<file path="src/rtl/twiddle_sequencer_pkg.sv">
// Shared definitions for the FFT twiddle/address sequencer.
package twiddle_sequencer_pkg;

  typedef enum logic [1:0] {
    IDLE  = 2'd0,
    ISSUE = 2'd1,
    DRAIN = 2'd2,
    DONE  = 2'd3
  } seq_state_e;

  localparam int unsigned MULT_LATENCY_DEFAULT = 3;

endpackage

</file>
<file path="src/rtl/twiddle_sequencer_delay_line.sv">
// Free-running shift register with asynchronous clear.
// Delays a bus by DEPTH clock cycles.
module fft_delay_line #(
  parameter int unsigned WIDTH = 1,
  parameter int unsigned DEPTH = 1
) (
  input  logic             clk,
  input  logic             rst,
  input  logic [WIDTH-1:0] d,
  output logic [WIDTH-1:0] q
);

  logic [WIDTH-1:0] sr [DEPTH];

  // Shift one stage per clock; reset clears every stage.
  always_ff @(posedge clk or posedge rst) begin
    if (rst) begin
      for (int unsigned i = 0; i < DEPTH; i++) sr[i] <= '0;
    end else begin
      sr[0] <= d;
      for (int unsigned i = 1; i < DEPTH; i++) sr[i] <= sr[i-1];
    end
  end

  assign q = sr[DEPTH-1];

endmodule

</file>
<file path="src/rtl/twiddle_sequencer.sv">
// Radix-2 FFT butterfly sequencer: walks every stage, issuing operand and
// twiddle addresses, drains the multiplier between stages, then pulses done.
module twiddle_sequencer
  import twiddle_sequencer_pkg::*;
#(
  parameter int unsigned LOG2N        = 10,
  parameter int unsigned MULT_LATENCY = MULT_LATENCY_DEFAULT
) (
  input  logic                     clk,
  input  logic                     rst,
  input  logic                     start,
  input  logic                     stall,
  output logic                     busy,
  output logic                     done,
  output logic [$clog2(LOG2N)-1:0] stage,
  output logic                     issue_valid,
  output logic [LOG2N-1:0]         addr_a,
  output logic [LOG2N-1:0]         addr_b,
  output logic [LOG2N-2:0]         tw_addr,
  output logic                     wb_valid,
  output logic [LOG2N-1:0]         wb_addr_a,
  output logic [LOG2N-1:0]         wb_addr_b
);

  localparam int unsigned SW = $clog2(LOG2N);
  localparam int unsigned KW = LOG2N - 1;
  localparam int unsigned DW = (MULT_LATENCY > 1) ? $clog2(MULT_LATENCY) : 1;
  localparam logic [SW-1:0] LAST_STAGE = SW'(LOG2N - 1);
  localparam logic [DW-1:0] LAST_DRAIN = DW'(MULT_LATENCY - 1);

  seq_state_e      state, state_n;
  logic [SW-1:0]   stage_n;
  logic [KW-1:0]   k, k_n;
  logic [DW-1:0]   dcnt, dcnt_n;
  logic            issue_now;
  logic            iv_n;
  logic [LOG2N-1:0] a_n, b_n;
  logic [KW-1:0]   tw_n;
  logic [LOG2N-1:0] kx, lo_mask;
  int unsigned     sh;

  // Next-state logic; outputs are computed one cycle ahead so every
  // address/valid output comes straight from a flop. k counts the next
  // butterfly to issue, so k==0 with issue_valid set marks the last issue.
  always_comb begin
    state_n   = state;
    stage_n   = stage;
    k_n       = k;
    dcnt_n    = dcnt;
    issue_now = 1'b0;
    iv_n      = 1'b0;
    a_n       = addr_a;
    b_n       = addr_b;
    tw_n      = tw_addr;
    kx        = '0;
    lo_mask   = '0;
    sh        = 0;

    unique case (state)
      IDLE: begin
        if (start) begin
          state_n   = ISSUE;
          stage_n   = '0;
          k_n       = '0;
          issue_now = !stall;
        end
      end
      ISSUE: begin
        if (issue_valid && k == '0) begin
          state_n = DRAIN;
          dcnt_n  = '0;
        end else begin
          issue_now = !stall;
        end
      end
      DRAIN: begin
        if (dcnt == LAST_DRAIN) begin
          dcnt_n = '0;
          if (stage == LAST_STAGE) begin
            state_n = DONE;
          end else begin
            state_n   = ISSUE;
            stage_n   = stage + 1'b1;
            issue_now = !stall;
          end
        end else begin
          dcnt_n = dcnt + 1'b1;
        end
      end
      DONE: begin
        state_n = IDLE;
        stage_n = '0;
      end
      default: state_n = IDLE;
    endcase

    // addr_a is k with a zero bit inserted at position stage; addr_b sets it.
    if (issue_now) begin
      sh      = 32'(stage_n);
      kx      = {1'b0, k_n};
      lo_mask = {LOG2N{1'b1}} >> (LOG2N - sh);
      a_n     = ((kx >> sh) << (sh + 1)) | (kx & lo_mask);
      b_n     = a_n | (LOG2N'(1) << sh);
      tw_n    = KW'(kx & lo_mask) << (LOG2N - 1 - sh);
      iv_n    = 1'b1;
      k_n     = k_n + 1'b1;
    end
  end

  // State, counters and registered issue outputs.
  always_ff @(posedge clk or posedge rst) begin
    if (rst) begin
      state       <= IDLE;
      stage       <= '0;
      k           <= '0;
      dcnt        <= '0;
      issue_valid <= 1'b0;
      addr_a      <= '0;
      addr_b      <= '0;
      tw_addr     <= '0;
    end else begin
      state       <= state_n;
      stage       <= stage_n;
      k           <= k_n;
      dcnt        <= dcnt_n;
      issue_valid <= iv_n;
      addr_a      <= a_n;
      addr_b      <= b_n;
      tw_addr     <= tw_n;
    end
  end

  assign busy = (state == ISSUE) || (state == DRAIN);
  assign done = (state == DONE);

  fft_delay_line #(
    .WIDTH(2 * LOG2N + 1),
    .DEPTH(MULT_LATENCY)
  ) u_wb_delay (
    .clk(clk),
    .rst(rst),
    .d  ({issue_valid, addr_a, addr_b}),
    .q  ({wb_valid, wb_addr_a, wb_addr_b})
  );

endmodule
</file>
<file path="config.mk">
export PLATFORM = sky130hd
export DESIGN_NAME = twiddle_sequencer
export DESIGN_NICKNAME = d
export VERILOG_FILES = /design/src/rtl/twiddle_sequencer_pkg.sv /design/src/rtl/twiddle_sequencer_delay_line.sv /design/src/rtl/twiddle_sequencer.sv
export SDC_FILE = /design/constraint.sdc
export NUM_CORES = 1
export LEC_CHECK = 0
export ABC_AREA = 1
export ABC_CLOCK_PERIOD_IN_PS = 3850
export CORE_MARGIN = 5
export CORE_UTILIZATION = 51
export DETAILED_ROUTE_END_ITERATION = 8
export HOLD_SLACK_MARGIN = 0.05
export PLACE_DENSITY = 0.73
export SLEW_MARGIN = 5
export SYNTH_ARGS = -nofsm -noshare
export SYNTH_HDL_FRONTEND = slang
export SYNTH_SLANG_ARGS = --single-unit
</file>
<file path="constraint.sdc">
create_clock -name clk -period 3.85 [get_ports clk]
set_input_delay 0.77 -clock clk [delete_from_list [all_inputs] [get_ports clk]]
set_output_delay 0.77 -clock clk [all_outputs]
set_load 0.01 [all_outputs]
</file>
==> results of run 1 <==
[cells in the mapped netlist (all sizes together), types with 3 or more instances]
cell    count  area [sq um]
inv        51           191
a21oi      14          70.1
o21ai      18          93.8
buf        29           225
nor4        5          31.3
nor2       54           265
ha         17           213
nor3        5          30.0
xor2       10          95.1
nand2     192           763
nand3      82           470
dfrtp     110          2750
nand4      19           119
o211ai      3          22.5
clkbuf      5          18.8
[logic make-up (layout without fill, tap and decap cells)]
kind of cell,count (synthesis),count (layout)
and+or+nand+nor,358,358
buffers and inverters,86,140
adders and majority gates,17,17
AOI/OAI and AO/OA,39,39
DFF,110,110
xor gates and xnor gates,10,10
[worst max-delay path by stage]
stage	to	startpoint	slack [ns]
after global placement	tw_addr[8]	start	0.25
after CTS	tw_addr[8]	stage[0]	0.64
after detailed placement	tw_addr[8]	start	0.26
after floorplan	addr_a[0]	rst	0.18
after global routing	tw_addr[8]	state[0]	0.30
final	tw_addr[8]	state[0]	0.59
[worst register-to-register path: stages, from the launching register on]
cell	delay, ns
dfrtp_1	0.45
inv_1	0.12
ha_1	0.33
nand2_2	0.12
inv_1	0.08
nand3_1	0.12
nand2_4	0.20
inv_2	0.21
ha_1	0.26
inv_1	0.11
nand2_1	0.06
nand2_1	0.12
nand2_4	0.10
nor2_1	0.37
nand2_1	0.13
nand3_1	0.11
nand3_1	0.07
nand2_1	0.06
inv_1	0.04
nand2_1	0.04
nand2_1	0.05
nand2_1	0.05
[layer usage]
metal / vias up / global-route usage, % / part of all wire (%)
met1: 2047 / 29.9 / 46
met2: 149 / 34.4 / 47
met5: - / 0 / 0
li1: 2082 / - / -
met3: 27 / 2.83 / 5.5
met4: 0 / 7.53 / 1.7
[area by class of cell]
| type | count | area [sq um] | area share, % |
|---|---|---|---|
| Timing Repair Buffer | 73 | 711 | 11.4 |
| Multi-Input combinational cell | 424 | 2210 | 35.5 |
| Clock inverter | 6 | 56.3 | 0.905 |
| Inverter | 52 | 198 | 3.18 |
| Clock buffer | 9 | 124 | 1.99 |
| Tap cell | 136 | 170 | 2.74 |
| Sequential cell | 110 | 2750 | 44.3 |
[flip-flops by register name, indices dropped and copies added, names as in the netlist]
name,cells
u_wb_delay.sr,42
u_wb_delay.q,21
tw_addr,9
addr_b,10
addr_a,10
stage,4
k,9
issue_valid,1
dcnt,2
state,2
[power breakdown]
part	switching [mW]	internal, mW
logic	0.736	0.573
registers	0.177	1.52
clock network	0.403	0.244
==> out/results.tsv, run 1 <==
metric	value	unit
status	finished, final reports clean	
hp-class	reg -> reg	
synthMuxAreaShare	0	%
yosys.area_share.simple	31.2	%
cts.sinks	110	
fin_cells	810	
synthAdderAreaFrac	3.94	%
drtPass1Iterations	5	
setup_viol	0	
die_x	113	um
cts-root-buf	clkbuf_8	
max_cap_viol_count	0	
cp_top_family	simple AND/OR/NAND/NOR gates	
area_growth	15.2	%
yosysSeqAreaShare	51.0	%
hold_end	u_wb_delay.q[13]	
rsz0062_at_grt	false	
hold_buffers	0	
antenna_found_initial	0	
relSlewSlack	64.1	%
powerDensity	587	mW/mm^2
grt_pass1_vias	4107	
slew_viol_final	0	
clock_path_buffers	2	
fin_skew	0.0188	ns
ir_drop	315	uV
nets	691	
crit_path_max_incr_delay	0.45	ns
leakagePower	3.13	nW
cts_resized	0	
required	4.17	ns
fin_tns_setup	0	ns
grt_start_max_net_pins	79	
overflow	0	
dp.cells	795	
grt_first_pass_wirelength	21500	um
setup_slack	0.588	ns
grt_usage	21.4	%
core_area	0.0103	sq mm
cp_slowest_cell	dfrtp_1	
viasPerCell	5.31	
dieHeight	113	um
syn_area	0.00540	sq mm
rr_startpoint	state[0]	
num_vias	4305	
path_buf_inv	5	
final_common_cell	nand2_1	
synth_compound_area_share	3.96	%
cts_buffers	9	
cp_common_cell	nand2_1	
ys_ff_latch	110	
die_area	0.0127	sq mm
cp_cell_sequence	inv_1 > ha_1 > nand2_2 > inv_1 > nand3_1 > nand2_4 > inv_2 > ha_1 > inv_1 > nand2_1 > nand2_1 > nand2_4 > nor2_1 > nand2_1 > nand3_1 > nand3_1 > nand2_1 > inv_1 > nand2_1 > nand2_1 > nand2_1	
gp_congestion	0.890	
cts_tree	done	
synth_edf_count	0	
hpwl	10100	um
async_reset_ff_share	100	%
cp.depth	21	
rows	37	
critPathLaunchType	flip-flop	
drtIter0Drc	383	
place_area	0.00604	sq mm
end_kind	flip-flop	
ant_nets	0	
reg2reg_slack	0.59	ns
crit_type	reg -> reg	
period_needed	3.26	ns
finalCritPeriodShare	84.7	%
holdPathStages	0	
holdCritStartpoint	u_wb_delay.sr[34]	
drt-total-wl	13300	um
drive_above_1_share	11.4	%
timing.rr.end	tw_addr[8]	
arrival	3.58	ns
synth_ff_type	dfrtp_1	
clk_latency	0.38	ns
hold-worst-slack	0.354	ns
synthCells	620	
wl_per_cell	16.4	um
io_buffer_count	60	
postCtsSetupBuffers	0	
synth.distinct_cells	34	
tightest_slew	0.536	ns
start_util	52.3	%
fin_area	0.00622	sq mm
synth.net_count	641	
pre_cts_ws	0.262	ns
power	3.65	mW
clk_pin_slew	0.12	ns
max_freq	307	MHz
nFillCells	919	
htreeDepth	3	
drc	0	
crit_fanout	18	
synth_top_family_by_area	simple AND/OR/NAND/NOR gates	
syn_area_per_cell	8.71	sq um
synth_xor_area_share	1.76	%
r2r_cells	21	
io_pins	61	
final_util	60.2	%
antenna_cells	0	
hold_viol_final	0	
final_cell_mix	nand2_1, dfrtp_1, nand3_1	
yosysWarnings	0	
Power figures use the tool's default switching activity.
==> run 2, diff against run 1 <==
ABC_CLOCK_PERIOD_IN_PS = 3100   (was 3850)
CORE_UTILIZATION = 55   (was 51)
PLACE_DENSITY = 0.75   (was 0.73)
clock period = 3.1 ns   (was 3.85 ns; I/O delays follow)
==> run 2 against run 1 <==
  * Clock skew shrank 0.0051 ns
  * Critical path type unchanged
  * Sequential power grew 25%
  * Via count grew 3.4%
  * Setup slack lost 0.32 ns
  * Largest cell class unchanged
  * Highest routed layer unchanged
==> out/results.tsv, run 2 (synthesized netlist as in run 1, its figures left out) <==
metric	value	unit	change
status	finished, final reports clean		
clk_latency	0.36	ns	-0.02 ns
start_util	55.7	%	+3.5 points
setup_viol	0		unchanged
die_x	109	um	-3.4%
cts_tree	done		
clock_path_buffers	2		unchanged
viasPerCell	5.25		-1.2%
gp_congestion	0.966		+8.6%
rows	36		-2.7%
cts_buffers	9		unchanged
cts-root-buf	clkbuf_8		
arrival	3.14	ns	-0.44 ns
grt_usage	23.6	%	+2.3 points
antenna_cells	0		unchanged
die_area	0.0119	sq mm	-6.6%
critPathLaunchType	flip-flop		
crit_type	reg -> reg		
dieHeight	109	um	-3.4%
cp_common_cell	nand2_1		
required	3.40	ns	-0.77 ns
period_needed	2.84	ns	-0.426 ns
reg2reg_slack	0.26	ns	-0.32 ns
leakagePower	3.36	nW	+7.2%
crit_path_max_incr_delay	0.41	ns	-0.04 ns
path_buf_inv	3		-2
grt_start_max_net_pins	44		-44%
drtIter0Drc	241		-37%
area_growth	22.4	%	
max_cap_viol_count	0		unchanged
tightest_slew	0.734	ns	+0.198 ns
power	4.74	mW	+30%
relSlewSlack	51.0	%	-13 points
top_register	u_wb_delay.sr		
num_vias	4452		+3.4%
fin_skew	0.0137	ns	-0.00509 ns
antenna_found_initial	0		unchanged
cp_top_family	simple AND/OR/NAND/NOR gates		
hpwl	10500	um	+3.7%
io_buffer_count	60		unchanged
nets	732		+5.9%
wl_per_cell	15.8	um	-3.8%
final_cell_mix	nand2_1, dfrtp_1, nand3_1		
drive_above_1_share	17.3	%	+5.9 points
htreeDepth	3		unchanged
overflow	0		unchanged
max_freq	353	MHz	+15%
hold_viol_final	0		unchanged
ant_nets	0		unchanged
nFillCells	758		-18%
largest_reg_flops	42		unchanged
final_util	68.3	%	+8.0 points
grt_pass1_vias	4348		+5.9%
drtPass1Iterations	4		-1
drc	0		unchanged
ir_drop	349	uV	+11%
cts.sinks	110		unchanged
slew_viol_final	0		unchanged
grt_first_pass_wirelength	21600	um	+0.52%
drt-total-wl	13400	um	+0.75%
cp_slowest_cell	dfrtp_1		
io_pins	61		unchanged
cp_cell_sequence	inv_1 > ha_1 > nand3_2 > nand2_4 > nand2_1 > nand3_1 > nand2_4 > buf_4 > ha_1 > nand4_1 > nand2_1 > nand2_1 > nand2_4 > nor2_4 > a21oi_1 > nor2_2 > nand2_1 > nor2_2 > buf_4 > a22oi_1 > nand2_1		
clk_pin_slew	0.10	ns	-0.02 ns
hp-class	reg -> reg		
crit_fanout	7		-11
end_kind	flip-flop		
fin_tns_setup	0	ns	unchanged
core_area	0.00968	sq mm	-6.2%
final_common_cell	nand2_1		
powerDensity	718	mW/mm^2	+22%
finalCritPeriodShare	91.5	%	+6.7 points
## run 2: worst paths after layout
| check | from | cells after the start | end |
|---|---|---|---|
| max | stage[1] | 21 | tw_addr[4] |
| max reg2reg | stage[1] | 21 | tw_addr[4] |
| min | u_wb_delay.sr[58] | 0 | u_wb_delay.sr[37] |
| min reg2reg | u_wb_delay.sr[58] | 0 | u_wb_delay.sr[37] |
| max in group asynchronous | rst | 3 | addr_b[8] |
| min in group asynchronous | rst | 2 | addr_a[6] |
## run 2: layer usage
metal  up-vias  GRT usage (%)  wire length, um
met3        28           3.85              747
met2       150           37.9             6410
met1      2104           32.2             5900
met5         -              0                0
met4         0           9.38              322
li1       2170              -                -
## run 2: power breakdown
group,internal [mW],total [mW],switching [mW]
Clock,0.479,0.932,0.453
Combinational,0.754,1.70,0.948
Sequential,1.89,2.11,0.221
## run 2: cell type report
class	instances	area (sq um)	area share (%)
tap	133	166	2.52
multi-input combinational	424	2240	33.9
clock buffer	11	141	2.14
sequential	110	2760	41.7
inverter	52	199	3.01
timing repair buffer	114	1030	15.6
clock inverter	4	77.6	1.17
## run 2: through the flow
step                      std cells  worst slack, ns  hold slack (ns)  instance area, sq um
after floorplan                 620           0.0343            0.331                  5400
after CTS                       845           0.0908            0.355                  6550
final                           848            0.264            0.353                  6610
after global placement          830           -0.146            0.331                  6330
after detailed placement        830           -0.160            0.335                  6330
after global routing            848          -0.0246            0.362                  6610
## run 2: what timing repair did
item | in CTS | in global routing
hold buffers | 0 | 0
endpoints found under the setup margin | 0 | 16
buffers inserted | 0 | 3
resized for setup | 0 | 10
## run 2: worst register-to-register path, delay by kind of cell (launching register included)
kind	cells	cell delay, ns
simple gates	14	1.56
flops	1	0.41
fa+ha+maj	2	0.36
buf+inv	3	0.35
compound gates	2	0.11
==> run 3, diff against run 2 <==
SYNTH_HIERARCHICAL = 1   (was unset)
==> run 3 against run 2 <==
  * Clock-buffer cell count shrank 1
  * Power shrank 1.4%
  * Flip-flop and latch count is the same
  * Critical path depth shrank 2
  * Hold slack lost 0.0090 ns
  * Combinational power grew 5%
  * Sequential share of layout area shrank 0.11 points
  * Register-to-register slack lost 0.03 ns
  * Critical path type unchanged
  * First-iteration DRC count grew 65%
  * Core utilization grew 0.12 points
==> out/results.tsv, run 3 <==
metric	value	unit	change
status	finished, final reports clean		
seqCellArea	0.00275	sq mm	about the same
fin_cells	856		+0.94%
synth_area_leader_cell	dfrtp_1		
yosysWarnings	6		+6
end_kind	flip-flop		
drtIter0Drc	397		+65%
wl_per_cell	15.9	um	+0.65%
largest_reg_flops	42		unchanged
final_common_cell	nand2_1		
ys_ff_latch	110		unchanged
cts_tree	done		
cts-root-buf	clkbuf_8		
nFillCells	778		+2.6%
start_util	55.9	%	+0.10 points
timing.rr.end	tw_addr[7]		
grt_usage	24.2	%	+0.58 points
rr_startpoint	state[0]		
crit_type	reg -> reg		
core_area	0.00968	sq mm	unchanged
fin_skew	0.0194	ns	+0.00571 ns
antenna_found_initial	0		unchanged
dieHeight	109	um	about the same
holdCritStartpoint	u_wb_delay/sr[60]		
clock_path_buffers	2		unchanged
syn_area	0.00541	sq mm	+0.19%
finalCritPeriodShare	92.3	%	+0.81 points
powerDensity	707	mW/mm^2	-1.5%
hold_viol_final	0		unchanged
die_x	109	um	about the same
critPathLaunchType	flip-flop		
synth.net_count	641		unchanged
drc	0		unchanged
relSlewSlack	52.3	%	+1.3 points
tightest_slew	0.716	ns	-0.0176 ns
die_area	0.0119	sq mm	+0.17%
clk_pin_slew	0.11	ns	about the same
slew_viol_final	0		unchanged
cts_buffers	9		unchanged
dp.cells	838		+0.96%
antenna_cells	0		unchanged
top_register	u_wb_delay/sr		
drt-total-wl	13600	um	+1.6%
grt_pass1_vias	4454		+2.4%
crit_fanout	5		-2
multi_input_area	0.00220	sq mm	-1.6%
synth.distinct_cells	40		+18%
io_pins	61		unchanged
hpwl	10400	um	-0.31%
fin_tns_setup	0	ns	unchanged
nets	738		+0.82%
hold_end	u_wb_delay/sr[39]		
synth_ff_type	dfrtp_1		
max_freq	350	MHz	-0.87%
grt_first_pass_wirelength	22300	um	+3.2%
drtPass1Iterations	5		+1
hp-class	reg -> reg		
overflow	0		unchanged
r2r_cells	19		-9.5%
num_vias	4596		+3.2%
reg2reg_slack	0.24	ns	-0.03 ns
netlist_top_cells_count	nand2_1, dfrtp_1, nand3_1		
arrival	3.18	ns	+0.04 ns
clk_latency	0.38	ns	+0.02 ns
io_buffer_count	60		unchanged
final_util	68.4	%	+0.12 points
hold_buffers	0		unchanged
required	3.42	ns	+0.02 ns
synth_top_area_share	50.9	%	-0.094 points
synth_edf_count	0		unchanged
leakagePower	3.36	nW	+0.13%
cts.sinks	110		unchanged
drive_above_1_share	17.0	%	-0.33 points
async_reset_ff_share	100	%	unchanged
synthTopCellsByArea	dfrtp_1, nand2_1, nand3_1		
power	4.68	mW	-1.4%
rows	36		unchanged
yosysSeqAreaShare	50.9	%	-0.094 points
syn_area_per_cell	8.71	sq um	about the same
synthMostInstantiatedCell	nand2_1		
synthCells	621		+0.16%
viasPerCell	5.37		+2.3%
holdPathStages	0		unchanged
htreeDepth	3		unchanged
grt_start_max_net_pins	64		+45%
ir_drop	625	uV	+79%
ant_nets	0		unchanged
final_cell_mix	nand2_1, dfrtp_1, nand3_1		
area_growth	22.4	%	about the same
max_cap_viol_count	0		unchanged
gp_congestion	0.932		-3.5%
setup_viol	0		unchanged
period_needed	2.86	ns	+0.0250 ns
## run 3: routing by layer
metal  part of all wire (%)  vias up  global-route usage, %
li1                       -     2191                      -
met1                     42     2212                   32.3
met2                     50      168                   40.6
met3                    5.6       25                   4.38
met4                    2.2        0                   7.12
met5                      0        -                      0
## run 3: cell type report
| type | instances | share of cell area, % |
|---|---|---|
| clock buffer | 10 | 1.93 |
| clock inverter | 6 | 0.699 |
| inverter | 52 | 2.97 |
| multi-input combinational | 418 | 33.3 |
| sequential | 110 | 41.6 |
| tap | 133 | 2.51 |
| timing repair buffer | 127 | 17.0 |
## run 3: critical path, cell delays in order (launching register included)
cell	delay [ns]
dfrtp_1	0.43
inv_1	0.13
ha_2	0.27
inv_2	0.08
nor2_4	0.12
nand2_1	0.06
nand3b_1	0.16
nand2_2	0.10
inv_2	0.06
buf_4	0.14
ha_4	0.28
nor2_1	0.05
o21ai_0	0.18
a21boi_1	0.25
nand3_1	0.11
o21ai_2	0.09
nand2_1	0.09
nand3_1	0.09
nand2_1	0.05
nand2_1	0.05
## run 3: kinds of logic (layout without fill, tap and decap cells)
logic type / Yosys count / count (layout) / synth area share (%)
simple gates: 347 / 347 / 29.8
flops: 110 / 110 / 50.9
buf+inv: 93 / 195 / 8.98
compound gates: 45 / 45 / 4.90
fa+ha+maj: 16 / 16 / 3.70
xor+xnor: 10 / 10 / 1.76
## run 3: worst max path at each step
stage	from	end	slack [ns]	cells past startpoint
6_report	state[0]	tw_addr[7]	0.24	19
5_1_grt	state[0]	tw_addr[8]	-0.01	22
4_1_cts	state[0]	tw_addr[7]	0.08	19
3_5_place_dp	start	tw_addr[7]	-0.17	19
3_3_place_gp	start	tw_addr[7]	-0.11	19
2_1_floorplan	state[0]	tw_addr[7]	0.0009	23
## run 3: repair_timing
item	in CTS	in global routing
setup buffers	0	2
gates resized for setup	0	7
endpoints found under the setup margin	0	20
## run 3: power by group
group	switching (mW)	internal (mW)	total, mW
Sequential	0.208	1.89	2.09
Combinational	0.987	0.801	1.79
Clock	0.497	0.300	0.798
## run 3: through the flow
stage	hold WS, ns	area, sq um	worst slack [ns]
final	0.344	6620	0.239
after global routing	0.357	6620	-0.0121
after CTS	0.347	6580	0.0823
after detailed placement	0.335	6400	-0.167
after global placement	0.332	6400	-0.109
after floorplan	0.331	5410	0.000897
